[src/rtl/lru_cam.sv]
// lru_cam: fully associative key CAM with true-LRU replacement and a 1-cycle registered response.
// Build macro CAM_MASK_EN adds op_mask, a per-bit don't-care mask applied to lookups only.
module lru_cam #(
    parameter int unsigned WIDTH      = 8,
    parameter int unsigned DEPTH      = 16,
    parameter int unsigned ADDR_WIDTH = 4
) (
    input  logic                  clk,
    input  logic                  reset,
    input  logic                  op_valid,
    input  logic                  op_we,
    input  logic [WIDTH-1:0]      op_key,
`ifdef CAM_MASK_EN
    input  logic [WIDTH-1:0]      op_mask,
`endif
    input  logic                  clear,
    output logic                  rsp_valid,
    output logic                  match,
    output logic [ADDR_WIDTH-1:0] match_addr,
    output logic                  evict,
    output logic                  full,
    output logic [ADDR_WIDTH:0]   count
);

    localparam int unsigned CW = ADDR_WIDTH + 1;

    logic [DEPTH-1:0]      valid_q;
    logic [WIDTH-1:0]      keys_q [DEPTH];
    logic [ADDR_WIDTH-1:0] age_q  [DEPTH];

    logic [WIDTH-1:0]      cmp_mask_c;
    logic [DEPTH-1:0]      hit_vec_c;
    logic                  hit_c;
    logic [ADDR_WIDTH-1:0] hit_idx_c;
    logic [ADDR_WIDTH-1:0] free_idx_c;
    logic [ADDR_WIDTH-1:0] victim_idx_c;
    logic                  accept_c;
    logic                  do_insert_c;
    logic                  do_touch_c;
    logic [ADDR_WIDTH-1:0] tgt_idx_c;
    logic [CW-1:0]         thresh_c;

    // Parallel compare; inserts always compare the full key.
    always_comb begin
        cmp_mask_c = '0;
`ifdef CAM_MASK_EN
        if (!op_we) begin
            cmp_mask_c = op_mask;
        end
`endif
        for (int i = 0; i < int'(DEPTH); i++) begin
            hit_vec_c[i] = valid_q[i] && (((keys_q[i] ^ op_key) & ~cmp_mask_c) == '0);
        end
    end

    // Lowest-index priority encoders for hit and free slot; victim is the entry aged DEPTH-1.
    always_comb begin
        hit_c        = |hit_vec_c;
        hit_idx_c    = '0;
        free_idx_c   = '0;
        victim_idx_c = '0;
        for (int i = int'(DEPTH) - 1; i >= 0; i--) begin
            if (hit_vec_c[i]) begin
                hit_idx_c = ADDR_WIDTH'(i);
            end
            if (!valid_q[i]) begin
                free_idx_c = ADDR_WIDTH'(i);
            end
            if (valid_q[i] && (age_q[i] == ADDR_WIDTH'(DEPTH - 1))) begin
                victim_idx_c = ADDR_WIDTH'(i);
            end
        end
    end

    // Every state change is a touch of tgt: entries younger than thresh age by one, tgt becomes MRU.
    always_comb begin
        accept_c    = op_valid && !clear;
        do_insert_c = accept_c && op_we && !hit_c;
        do_touch_c  = accept_c && (hit_c || op_we);
        tgt_idx_c   = free_idx_c;
        thresh_c    = count;
        if (hit_c) begin
            tgt_idx_c = hit_idx_c;
            thresh_c  = {1'b0, age_q[hit_idx_c]};
        end else if (full) begin
            tgt_idx_c = victim_idx_c;
            thresh_c  = CW'(DEPTH - 1);
        end
    end

    always_ff @(posedge clk or negedge reset) begin
        if (!reset) begin
            valid_q    <= '0;
            rsp_valid  <= 1'b0;
            match      <= 1'b0;
            match_addr <= '0;
            evict      <= 1'b0;
            full       <= 1'b0;
            count      <= '0;
            for (int i = 0; i < int'(DEPTH); i++) begin
                keys_q[i] <= '0;
                age_q[i]  <= '0;
            end
        end else if (clear) begin
            valid_q   <= '0;
            rsp_valid <= 1'b0;
            full      <= 1'b0;
            count     <= '0;
            for (int i = 0; i < int'(DEPTH); i++) begin
                age_q[i] <= '0;
            end
        end else begin
            rsp_valid <= op_valid;
            if (op_valid) begin
                match      <= hit_c;
                evict      <= do_insert_c && full;
                match_addr <= (hit_c || op_we) ? tgt_idx_c : '0;
            end
            if (do_touch_c) begin
                for (int i = 0; i < int'(DEPTH); i++) begin
                    if (ADDR_WIDTH'(i) == tgt_idx_c) begin
                        age_q[i] <= '0;
                    end else if (valid_q[i] && ({1'b0, age_q[i]} < thresh_c)) begin
                        age_q[i] <= age_q[i] + ADDR_WIDTH'(1);
                    end
                end
            end
            if (do_insert_c) begin
                keys_q[tgt_idx_c]  <= op_key;
                valid_q[tgt_idx_c] <= 1'b1;
                if (!full) begin
                    count <= count + CW'(1);
                    full  <= ((count + CW'(1)) == CW'(DEPTH));
                end
            end
        end
    end

endmodule

[config.mk]
export PLATFORM = sky130hd
export DESIGN_NAME = lru_cam
export DESIGN_NICKNAME = d
export VERILOG_FILES = /design/src/rtl/lru_cam.sv
export SDC_FILE = /design/constraint.sdc
export NUM_CORES = 1
export LEC_CHECK = 0
export ABC_AREA = 1
export CELL_PAD_IN_SITES_DETAIL_PLACEMENT = 0
export CELL_PAD_IN_SITES_GLOBAL_PLACEMENT = 1
export CORE_UTILIZATION = 53
export CTS_BUF_LIST = sky130_fd_sc_hd__clkbuf_2
export DETAILED_ROUTE_END_ITERATION = 10
export PLACE_DENSITY_LB_ADDON = 0.1
export SYNTH_ARGS = -nofsm -noshare
export SYNTH_HDL_FRONTEND = slang
export SYNTH_SLANG_ARGS = --single-unit
[constraint.sdc]
create_clock -name clk -period 9 [get_ports clk]
set_input_delay 1.35 -clock clk [delete_from_list [all_inputs] [get_ports clk]]
set_output_delay 1.35 -clock clk [all_outputs]
set_load 0.005 [all_outputs]
==> reports/metrics.cfg <==
[worst_hold_path]
hp-class = primary input to asynchronous set/reset pin

[place]
dpl.cell_count = 2285
gp_congestion = 0.886
port_buffers = 25
hpwl_um = 29300

[final_layout]
areaGrowthSynthToFinish_pct = 5.96
layout.area.seq_mm2 = 0.00553
final_cells = 2393
drive_above_1_share_pct = 13.1
nNetsFinal = 2049
multiInputGateArea_mm2 = 0.00808
num-fill-cells = 2696

[clock_network]
cts_buffers = 61
cts_tree = yes
cts_max_level = 2
cts-resized-gates = 0
clkLatencyLatePin_ns = 0.96
cts_buffer_depth = 3
root_buffer = clkbuf_2
path_clk_slew_ns = 0.09
cts_setup_buffers = 0
cts_sinks = 221
hold_buffers = 0

[route]
wl_um = 41600
ant_nets = 0
post_drt_wl_per_cell_um = 17.4
drt-vias-per-instance = 5.47
drt_iter0_markers = 1173
drc_errors = 0
vias = 13095
drt_pre_antenna_iters = 8

[logic_synthesis]
syn_inst = 1943
synth-simple-area-share_pct = 31.9
synth-seq-cells = 221
muxShareOfSynthArea_pct = 0.134
synthArstFlopShare_pct = 100
postSynthAreaPerCell_um2 = 7.70
synth_warnings = 0
synthesis.area_mm2 = 0.0150
yosysSeqAreaShare_pct = 37.0
synth_compound_area_share_pct = 12.9
synth_top_family_by_area = simple AND/OR/NAND/NOR gates
synth-edff-count = 0
synthAdderAreaFrac_pct = 5.52
synth_cell_type_count = 60
synthXorXnorAreaFrac_pct = 3.51
synthFlopType = dfrtp_1
syn_nets = 2022

[timing]
setup_tns_ns = 0
clock.fmax_mhz = 157
timing.slew.headroom_pct = 32.9
hold_viol_final = 0
setup_violations = 0
finClkSkew_ns = 0.107
period_needed_ns = 6.37
tightest_slew_ns = 1.01
min_period_over_period_pct = 70.7
rsz0062_at_grt = no
drv_slew = 0

[global_route]
overflow = 0
track_usage_pct = 29.9
grt_max_degree = 89
grt_pass1_vias = 12322
grt_first_pass_wirelength_um = 67200
antenna_found_initial = 1

[run]
drv_cap = 0

[worst_setup_path]
crit_fanout = 42
worstSetupEndpointType = flip-flop
cp_slowest_cell = clkdlybuf4s50_1
arrival_ns = 7.11
critical_path_required_ns = 9.75
worstSetupStartpointType = primary input
cpPeakStageDelay_ns = 0.98
path_common_cell = nand2_1
crit_type = primary input to flip-flop

[run_status]
outcome = finished clean

[pwr]
powerDensity_mw_per_mm2 = 147
vdd_drop_max_mv = 0.103
p_leak_uw = 0.00782

[floorplan]
coreArea_mm2 = 0.0278
die_h_um = 170
start_util_pct = 53.8
pin_count = 26
die_w_um = 170
num_rows = 61
die_area_mm2 = 0.0289

[layout make-up]
cell class,instances,area share [%]
clock buffer,89,2.81
clock inverter,18,0.663
antenna,1,0.0158
sequential,221,34.9
tap,378,2.99
inverter,216,5.23
timing repair buffer,41,2.37
multi-input combinational,1429,51.0
[per-layer routing]
| metal | part of all wire [%] | up-vias | global-route usage, % |
|---|---|---|---|
| li1 | - | 6502 | - |
| met3 | 6.0 | 59 | 4.81 |
| met4 | 1.9 | 0 | 8.03 |
| met2 | 44 | 390 | 45.6 |
| met5 | 0 | - | 0 |
| met1 | 49 | 6144 | 43.7 |
[sequential cells by signal, indices dropped and copies added (netlist names)]
name        count
match           1
valid_q        16
rsp_valid       1
keys_q        128
age_q          64
full            1
count           5
evict           1
match_addr      4
[critical path, delay by kind of cell]
kind	cells	cell delay [ns]
simple gates	29	2.25
buf+inv	5	2.24
compound gates	6	0.95
fa+ha+maj	1	0.27
[report_power, final]
part | internal (uW) | switching, uW
Clock | 297 | 446
Sequential | 1050 | 89.9
Combinational | 170 | 283
Total | 1520 | 819
[cells by family (layout without fill, tap and decap cells)]
logic type	Yosys count	after routing
AOI/OAI and AO/OA	322	322
xor gates and xnor gates	60	60
adders and majority gates	66	66
buffers and inverters	293	364
DFF	221	221
muxes	2	2
other	0	1
and+or+nand+nor	979	979
[synthesized netlist by cell type (all sizes together), types with 4 or more instances]
cell,count,area [um^2]
a31oi,18,113
a21oi,62,322
xor2,47,412
ha,66,826
dfrtp,221,5530
clkinv,5,18.8
nor4,12,90.1
clkbuf,21,78.8
a221oi,8,70.1
nand3,143,768
o21a,25,188
nand2,555,2470
nor2,202,1020
nor3b,11,82.6
nand4,32,200
buf,56,445
o211ai,4,30.0
xnor2,13,114
nor3,22,115
inv,211,810
o22ai,41,257
o21ai,134,686
a2111oi,6,66.3
[placed cells by master, fill, tap and decap left out, types with 3 or more instances in the layout]
cell type and instances:
a2111oi_0 3, a211oi_1 3, a21boi_0 3, a21o_1 3
a21oi_1 61, a221oi_1 8, a31oi_1 18, buf_4 16
clkbuf_2 89, clkdlybuf4s50_1 24, clkinv_1 19, dfrtp_1 221
ha_1 66, inv_1 177, inv_2 27, inv_4 7
nand2_1 476, nand2_2 45, nand2_4 31, nand2_8 3
nand3_1 137, nand3_2 3, nand3_4 3, nand4_1 32
nor2_1 176, nor2_4 15, nor2_8 9, nor3_1 21
nor3b_1 11, nor4_1 11, o211ai_1 4, o21a_1 25
o21ai_0 45, o21ai_1 87, o22ai_1 41, xnor2_1 13
xor2_1 47
[final timing paths]
check                                           from                         to  slack, ns  cells after the start
max                                        op_key[6]      age_q[27]$_DFFE_PN0P_       2.63                     41
min                                            reset     keys_q[41]$_DFFE_PN0P_       0.42                      1
max reg2reg                  keys_q[102]$_DFFE_PN0P_      age_q[27]$_DFFE_PN0P_       3.81                     26
min reg2reg                match_addr[2]$_DFFE_PN0P_  match_addr[2]$_DFFE_PN0P_       0.51                      2
max in group asynchronous                      reset      age_q[24]$_DFFE_PN0P_       7.07                      2
min in group clk           match_addr[2]$_DFFE_PN0P_  match_addr[2]$_DFFE_PN0P_       0.51                      2
[metrics by stage]
stage | cell area [um^2] | power [uW] | hold slack [ns] | util [%] | setup slack [ns]
floorplan | 15000 | 1460 | 0.476 | - | 3.51
CTS | 15800 | 2360 | 0.383 | 57.0 | 2.85
global placement | 15300 | 1600 | 0.481 | 55.0 | 1.91
finish | 15800 | 2340 | 0.415 | 57.0 | 2.63
global route | 15800 | 2490 | 0.422 | 57.0 | 2.20
detailed placement | 15300 | 1610 | 0.478 | 55.0 | 1.88
No activity file was read; power rests on OpenSTA's default activity.
